$ cat src/rtl/flash_boot_loader_pkg.sv
// Shared types and constants for the flash boot loader.
package flash_boot_loader_pkg;

    // Boot sequencer states.
    typedef enum logic [2:0] {
        ST_INIT,
        ST_LOAD_CMD,
        ST_LOAD_ADDR,
        ST_SEND,
        ST_READ_DATA,
        ST_START_WRITE,
        ST_WRITE,
        ST_DONE
    } state_e;

    // SPI flash READ opcode.
    localparam logic [7:0] FlashCmdRead = 8'h03;

    // Bytes packed into one RAM word.
    localparam int WordBytes = 4;

endpackage

$ cat src/rtl/flash_boot_loader_spi_bit_shifter.sv
// MSB-first SPI shift register with bit counter and clock phase toggle.
// Each bit takes two cycles: low phase (sclk=0, mosi valid), then high
// phase (sclk=1) at whose end miso is shifted in and the count drops.
module spi_bit_shifter (
    input  logic        clk,
    input  logic        rst_n,
    input  logic        load,
    input  logic [23:0] load_data,
    input  logic [4:0]  load_bits,
    input  logic        shift_en,
    input  logic        miso,
    output logic        sclk,
    output logic        mosi,
    output logic        last_bit,
    output logic [7:0]  rx_byte
);

    logic [23:0] sr_q, sr_d;
    logic [4:0]  cnt_q, cnt_d;
    logic        phase_q, phase_d;

    // Load has priority; otherwise advance one half bit period when enabled.
    always_comb begin
        sr_d    = sr_q;
        cnt_d   = cnt_q;
        phase_d = phase_q;
        if (load) begin
            sr_d    = load_data;
            cnt_d   = load_bits;
            phase_d = 1'b0;
        end else if (shift_en && (cnt_q != 5'd0)) begin
            if (!phase_q) begin
                phase_d = 1'b1;
            end else begin
                phase_d = 1'b0;
                sr_d    = {sr_q[22:0], miso};
                cnt_d   = cnt_q - 5'd1;
            end
        end
    end

    // Shift register state.
    always_ff @(posedge clk or negedge rst_n) begin
        if (!rst_n) begin
            sr_q    <= '0;
            cnt_q   <= '0;
            phase_q <= 1'b0;
        end else begin
            sr_q    <= sr_d;
            cnt_q   <= cnt_d;
            phase_q <= phase_d;
        end
    end

    assign sclk     = phase_q;
    assign mosi     = sr_q[23];
    // High phase of the final bit: the caller may move on this cycle.
    assign last_bit = shift_en && phase_q && (cnt_q == 5'd1);
    // Byte completed by the bit being sampled this cycle.
    assign rx_byte  = {sr_q[6:0], miso};

endmodule

$ cat src/rtl/flash_boot_loader.sv
// Boot stage: reads an image from SPI flash and stores it word by word
// through the ramio request port, then raises a sticky done.
module flash_boot_loader
    import flash_boot_loader_pkg::*;
#(
    parameter logic [31:0] TransferByteCount = 32'h0000_0100,
    parameter logic [23:0] FlashStartAddress = 24'h00_0000,
    parameter int unsigned StartupWaitCycles = 10
) (
    input  logic        clk,
    input  logic        rst_n,
    output logic        flash_clk,
    output logic        flash_mosi,
    input  logic        flash_miso,
    output logic        flash_cs_n,
    output logic        enable,
    output logic [1:0]  write_type,
    output logic [2:0]  read_type,
    output logic [31:0] address,
    output logic [31:0] data_in,
    input  logic        busy,
    output logic        done
);

    localparam logic [31:0] WaitLimit = StartupWaitCycles;

    state_e      state_q, state_d, ret_q, ret_d;
    logic [31:0] wait_q, wait_d;
    logic [31:0] ptr_q, ptr_d;
    logic [31:0] word_q, word_d;
    logic [1:0]  byte_idx_q, byte_idx_d;
    logic        enable_q, enable_d;
    logic [1:0]  write_type_q, write_type_d;
    logic [31:0] address_q, address_d;
    logic [31:0] data_in_q, data_in_d;
    logic        cs_n_q, cs_n_d;
    logic        done_q, done_d;

    logic        sh_load, sh_shift, sh_last;
    logic [23:0] sh_data;
    logic [4:0]  sh_bits;
    logic [7:0]  sh_rx;

    spi_bit_shifter u_shifter (
        .clk      (clk),
        .rst_n    (rst_n),
        .load     (sh_load),
        .load_data(sh_data),
        .load_bits(sh_bits),
        .shift_en (sh_shift),
        .miso     (flash_miso),
        .sclk     (flash_clk),
        .mosi     (flash_mosi),
        .last_bit (sh_last),
        .rx_byte  (sh_rx)
    );

    // Sequencer next state and shifter control.
    always_comb begin
        state_d      = state_q;
        ret_d        = ret_q;
        wait_d       = wait_q;
        ptr_d        = ptr_q;
        word_d       = word_q;
        byte_idx_d   = byte_idx_q;
        enable_d     = enable_q;
        write_type_d = write_type_q;
        address_d    = address_q;
        data_in_d    = data_in_q;
        cs_n_d       = cs_n_q;
        done_d       = done_q;
        sh_load      = 1'b0;
        sh_shift     = 1'b0;
        sh_data      = '0;
        sh_bits      = '0;
        unique case (state_q)
            ST_INIT: begin
                if (wait_q + 32'd1 >= WaitLimit) state_d = ST_LOAD_CMD;
                else wait_d = wait_q + 32'd1;
            end
            ST_LOAD_CMD: begin
                cs_n_d  = 1'b0;
                sh_load = 1'b1;
                sh_data = {FlashCmdRead, 16'h0000};
                sh_bits = 5'd8;
                ret_d   = ST_LOAD_ADDR;
                state_d = ST_SEND;
            end
            ST_LOAD_ADDR: begin
                sh_load = 1'b1;
                sh_data = FlashStartAddress;
                sh_bits = 5'd24;
                ret_d   = ST_READ_DATA;
                state_d = ST_SEND;
            end
            ST_SEND: begin
                sh_shift = 1'b1;
                if (sh_last) begin
                    state_d = ret_q;
                    // Arm the first data byte so ReadData starts shifting at once.
                    if (ret_q == ST_READ_DATA) begin
                        sh_load = 1'b1;
                        sh_bits = 5'd8;
                    end
                end
            end
            ST_READ_DATA: begin
                sh_shift = 1'b1;
                if (sh_last) begin
                    word_d[{byte_idx_q, 3'b000} +: 8] = sh_rx;
                    byte_idx_d = byte_idx_q + 2'd1;
                    // Re-arm for the next byte; stays parked while stalled.
                    sh_load = 1'b1;
                    sh_bits = 5'd8;
                    if (byte_idx_q == 2'd3) state_d = ST_START_WRITE;
                end
            end
            ST_START_WRITE: begin
                if (!busy) begin
                    enable_d     = 1'b1;
                    write_type_d = 2'b11;
                    address_d    = ptr_q;
                    data_in_d    = word_q;
                    ptr_d        = ptr_q + 32'(WordBytes);
                    state_d      = ST_WRITE;
                end
            end
            ST_WRITE: begin
                if (!busy) begin
                    enable_d     = 1'b0;
                    write_type_d = 2'b00;
                    if (ptr_q < TransferByteCount) begin
                        state_d = ST_READ_DATA;
                    end else begin
                        cs_n_d  = 1'b1;
                        done_d  = 1'b1;
                        state_d = ST_DONE;
                    end
                end
            end
            ST_DONE: begin
            end
            default: state_d = ST_INIT;
        endcase
    end

    // Sequencer state and registered ramio/flash outputs.
    always_ff @(posedge clk or negedge rst_n) begin
        if (!rst_n) begin
            state_q      <= ST_INIT;
            ret_q        <= ST_INIT;
            wait_q       <= '0;
            ptr_q        <= '0;
            word_q       <= '0;
            byte_idx_q   <= '0;
            enable_q     <= 1'b0;
            write_type_q <= '0;
            address_q    <= '0;
            data_in_q    <= '0;
            cs_n_q       <= 1'b1;
            done_q       <= 1'b0;
        end else begin
            state_q      <= state_d;
            ret_q        <= ret_d;
            wait_q       <= wait_d;
            ptr_q        <= ptr_d;
            word_q       <= word_d;
            byte_idx_q   <= byte_idx_d;
            enable_q     <= enable_d;
            write_type_q <= write_type_d;
            address_q    <= address_d;
            data_in_q    <= data_in_d;
            cs_n_q       <= cs_n_d;
            done_q       <= done_d;
        end
    end

    assign flash_cs_n = cs_n_q;
    assign enable     = enable_q;
    assign write_type = write_type_q;
    assign read_type  = 3'b000;
    assign address    = address_q;
    assign data_in    = data_in_q;
    assign done       = done_q;

endmodule

$ cat config.mk
export PLATFORM = sky130hd
export DESIGN_NAME = flash_boot_loader
export DESIGN_NICKNAME = d
export VERILOG_FILES = /design/src/rtl/flash_boot_loader_pkg.sv /design/src/rtl/flash_boot_loader_spi_bit_shifter.sv /design/src/rtl/flash_boot_loader.sv
export SDC_FILE = /design/constraint.sdc
export NUM_CORES = 1
export LEC_CHECK = 0
export CORE_MARGIN = 4
export CORE_UTILIZATION = 25
export DETAILED_ROUTE_END_ITERATION = 12
export PLACE_DENSITY_LB_ADDON = 0.08
export SETUP_SLACK_MARGIN = 0.1
export SYNTH_ARGS = -nofsm -noshare
export SYNTH_HDL_FRONTEND = slang
export SYNTH_SLANG_ARGS = --single-unit
$ cat constraint.sdc
create_clock -name clk -period 3.4 [get_ports clk]
set_clock_uncertainty 0.15 [all_clocks]
set_input_delay 0.51 -clock clk [delete_from_list [all_inputs] [get_ports clk]]
set_output_delay 0.51 -clock clk [all_outputs]
set_load 0.01 [all_outputs]
Word-level counts from Yosys, hierarchy flattened --
Index checks and enable logic that the tools add are counted.
Word-level totals: register bits 203, bits of input ports 4, word-level logic and storage cells 102
Cells by class: add/sub/neg operators 5, $lt $le $gt $ge 2, equal/unequal tests 16, shifts and indexed selects 2, mux-type cells 38, bitwise operators 3, reduce and logical (&&, ||, !) cells 21
Operators with widths (count):
- $mux W24 | 3
- $add A32 B1 Y32 const B | 1
- $add A32 B3 Y32 const B | 1
- $bwmux W32 | 1
- $ge A32 B4 Y1 const B | 1
- $lt A32 B9 Y1 const B | 1
- $shift A8 B7 Y32 const A | 1
- $shiftx A8 B7 Y32 | 1
- $pmux W5 S4 | 1
- $mux W18 | 1
- $mux W3 | 6
- $pmux W3 S6 | 1
- $mux W5 | 3
- $ne A2 B2 Y1 const B | 7
- $eq A3 B3 Y1 const B | 4
- $mux W4 | 3
- $mux W1 | 11
- $reduce_bool A2 Y1 | 5
- $reduce_and A3 Y1 | 3
- $reduce_and A2 Y1 | 4
- $neg A5 Y7 | 1
- $reduce_and A7 Y1 | 1
- $eq A3 B2 Y1 const B | 2
- $mux W2 | 3
- 15 further kinds | 21

Longest topological paths before layout --
word-level depth 9, depth in mapped cells 10

Hierarchy --
From an unflattened synthesis, not the netlist that was laid out.
Second synthesis, totals: cell total of the unflattened synthesis 829, area total of the unflattened synthesis 9088.7 um2
By module, submodules not included:
- flash_boot_loader | times used 1, cells an instance 672, area each 7394.6 um2
- spi_bit_shifter | times used 1, cells an instance 157, area each 1694.1 um2

Least setup slack after synthesis --
No wires, ideal clock.
kind register to register, from register wait_q[0], to register state_q[0], setup time 0.123 ns, arrival 2.537 ns, slack 0.591 ns, stages on the path, launching flop included 10, path buffers 0, period minus slack after synthesis 2.809 ns, cell sequence dfrtp_1 -> ha_1 -> nand4_4 -> or3_4 -> o21ai_2 -> o2111ai_1 -> or4_4 -> nor3_4 -> nor2_1 -> o221a_2
Between the ends: word-level cells in the longest chain between the ends 4
RTL lines:
- from (decl) | line flash_boot_loader.sv:28 | logic [31:0] wait_q, wait_d;
- from (signal assigned) | line flash_boot_loader.sv:165 | wait_q <= wait_d;
- $add A32 B1 Y32 | line flash_boot_loader.sv:78 | if (wait_q + 32'd1 >= WaitLimit) state_d = ST_LOAD_CMD;
- $ge A32 B4 Y1 | line flash_boot_loader.sv:78
- $ne A2 B2 Y1 (no line)
- $reduce_and A7 Y1 (no line)
- to (signal assigned) | line flash_boot_loader.sv:163 | state_q <= state_d;
- to (decl) | line flash_boot_loader.sv:27 | state_e state_q, state_d, ret_q, ret_d;
No other way between the ends. A chain may end at the register's enable or synchronous reset.

Final worst setup path --
from register wait_q[0], to register wait_q[2]
Between the ends: word-level cells in the longest chain between the ends 4
RTL lines (line):
- $add A32 B1 Y32 (*) | flash_boot_loader.sv:78, flash_boot_loader.sv:79
- $ge A32 B4 Y1 | flash_boot_loader.sv:78
- $not A1 Y1 (no line)
- $reduce_and A2 Y1 (no line)
Mark *: on every way between the ends. The rest lies on a longest branch, timed or not.

==> run summary <==
commonest non-fill, non-tap cell in the layout: dfrtp_1
CP startpoint: wait_q[0]
Initial Util: 0.255
CP max FO: 14
PD cells: 610 mW/mm^2
Clk Latency, worst-skew pair: 450 ps
final worst path period share: 0.904
worst path buffer plus inverter count: 1
DRT Pass-1 Iters: 5
Synth Register Bits: 196
Cell variety after synth: 59
starting DRC count in detailed routing: 343
final setup vio count: 0
pre-CTS worst setup slack: 316 ps
Total Routing Usage GR: 0.112
status: complete, no violations
number of fillers in the final layout: 3477
H-tree depth: 4
DRC Markers: 0
HP Start: done
grt total ovfl: 0
initial antenna violation count: 0
total number of vias: 5857
core box area: 0.0337 mm^2
YS warnings: 0
clk buf depth: 2
Max-cap violations: 0
Synth Area per Inst: 10.9 um^2
final hold violations: 0
data required time of the worst path: 3560 ps
maximum clock frequency: 325 MHz
Crit. End Element: flip-flop
synthesized area: 0.00858 mm^2
r2r setup slk: 330 ps
DIE AREA: 0.0373 mm^2
Post-Layout Cell Count: 1331
Slew headroom: 0.488
Antenna Violating Nets Remaining: 0
Ports: 78
area grow syn2layout: 23.0%
WHS: 327 ps
VDD IR-drop max: 413 uV
Post-synth EDFFs: 0
fraction of layout cells with a size suffix above 1: 0.147
vias in the first global route: 5987
worst path cell trace: ha_1 > nand4_4 > or3_4 > o21ai_2 > o2111ai_1 > or4_4 > nor3_4 > buf_4 > nand2_1 > xnor2_1
post-CTS sizing: 0
setup_tns: 0 ps
Crit Path Class: reg -> reg
clock tree sinks: 196
min setup slack post-route: 328 ps
multi-input logic area: 0.00347 mm^2
die span in y: 193 um
CTS tree: done
CP max stage cell: or4_4
RD Place Congestion: 0.718
Placed Instances: 1298
FP Rows: 67
kind of cell adding the most delay to the critical path: simple AND/OR/NAND/NOR gates
CTS Hold Bufs: 1
Layout Nets: 885
CP Launch Type: flip-flop
RSZ-0062 raised after global routing: no
DR WL/cell: 15.2 um
pin count of the biggest net entering global routing: 70
CTS clk-pin slew, worst paths: 70 ps
Largest stage delay, worst path: 550 ps
FF/Latch Area: 0.00491 mm^2
register area share after synthesis: 0.572
root buf cell: clkbuf_16
Hold WC Path Type: reg -> reg
fin crit period: 3070 ps
asr flop ratio synth: 1.00
Least-Margin Pin Slew: 767 ps
Die W: 193 um
dpl hpwl: 13500 um
CP arrival: 3240 ps
Tot Pwr: 6.43 mW
R2R Path Start: wait_q[0]
commonest cells after routing, fill and taps aside: 195 x dfrtp_1, 143 x nand2_1, 71 x clkdlybuf4s50_1, 64 x mux2_2, 46 x o21ai_0
Main synth FF type: dfrtp_1
CTS buffer count: 17
Post-Synthesis Cells: 789
post-DR vias/cell: 4.40
leakage: 4.51 nW
final wirelength: 20200 um
Setup Buffers After CTS: 0
first-pass GRT wire length: 34300 um
final slew viol count: 0
ANT cells: 0
Port Buf Inserts: 72
## cells in the mapped netlist, drive strengths merged (11+ instances only)
library cell / instances / area share
a21oi: 30 / 0.018
nor3: 14 / 0.010
nand3: 23 / 0.013
buf: 13 / 0.010
clkbuf: 23 / 0.010
and3: 11 / 0.0080
xnor2: 31 / 0.032
nor2: 37 / 0.016
inv: 13 / 0.0057
nand4: 18 / 0.015
dfrtp: 195 / 0.57
nor4: 11 / 0.0080
ha: 11 / 0.016
o21ai: 47 / 0.028
xor2: 11 / 0.011
mux2: 64 / 0.084
nand2: 143 / 0.063
nor2b: 25 / 0.018
## registers in the layout, summed over array words and instances, names as in the netlist
name,cells
data_in,32
wait_q,32
word_q,32
address,30
ptr_q,30
u_shifter.sr_q,24
u_shifter.cnt_q,5
state_q,3
byte_idx_q,2
ret_q,2
done,1
flash_cs_n,1
u_shifter.sclk,1
write_type,1
## layer usage
metal | up-vias | routed length (um) | GRT usage
met5 | - | 0 | 0
met2 | 84 | 9330 | 0.173
met3 | 19 | 559 | 0.0221
met1 | 2859 | 10000 | 0.159
li1 | 2895 | - | -
met4 | 0 | 307 | 0.0370
## power by group
| group | leakage [nW] | switching [mW] | internal, mW | total [mW] |
|---|---|---|---|---|
| Combinational | 1.62 | 0.743 | 0.648 | 1.39 |
| Sequential | 2.61 | 0.322 | 2.59 | 2.91 |
| Clock | 0.284 | 1.01 | 1.12 | 2.13 |
## stage by stage
step / area [um^2] / utilization
final: 10500 / 0.313
after CTS: 10500 / 0.313
after global placement: 9920 / 0.294
after detailed placement: 9920 / 0.294
after global routing: 10500 / 0.313
after floorplan: 8590 / -
## cells by family (layout without fill, tap and decap cells)
kind of cell | after synthesis | count (layout) | synth area share
compound gates | 114 | 114 | 0.0805
fa+ha+maj | 11 | 11 | 0.0160
buf+inv | 49 | 139 | 0.0261
flops | 196 | 196 | 0.572
other cells | 1 | 5 | 0.000437
xor+xnor | 42 | 42 | 0.0429
mux | 64 | 64 | 0.0840
simple gates | 312 | 312 | 0.178
## worst paths after layout
| kind | endpoint | cells past startpoint |
|---|---|---|
| worst max-delay path | wait_q[2] | 10 |
| worst min-delay path | done | 1 |
| worst max register to register | wait_q[2] | 10 |
| worst min register to register | done | 1 |
| max in group asynchronous | flash_cs_n | 3 |
| min in group asynchronous | wait_q[15] | 2 |
## worst reg2reg max path, stage by stage, from the launching register on
cell and delay [ps]:
dfrtp_1 430, ha_1 300, nand4_4 140, or3_4 420
o21ai_2 110, o2111ai_1 130, or4_4 550, nor3_4 240
buf_4 240, nand2_1 100, xnor2_1 130
## final cells by class
class	count	share of cell area
clock buffers	17	0.0403
clock inverters	15	0.0180
inverters	13	0.00463
multi-input cells	548	0.329
flip-flops and latches	196	0.465
well taps	448	0.0531
repair buffers	94	0.0893
No activity file was read; power rests on OpenSTA's default activity.
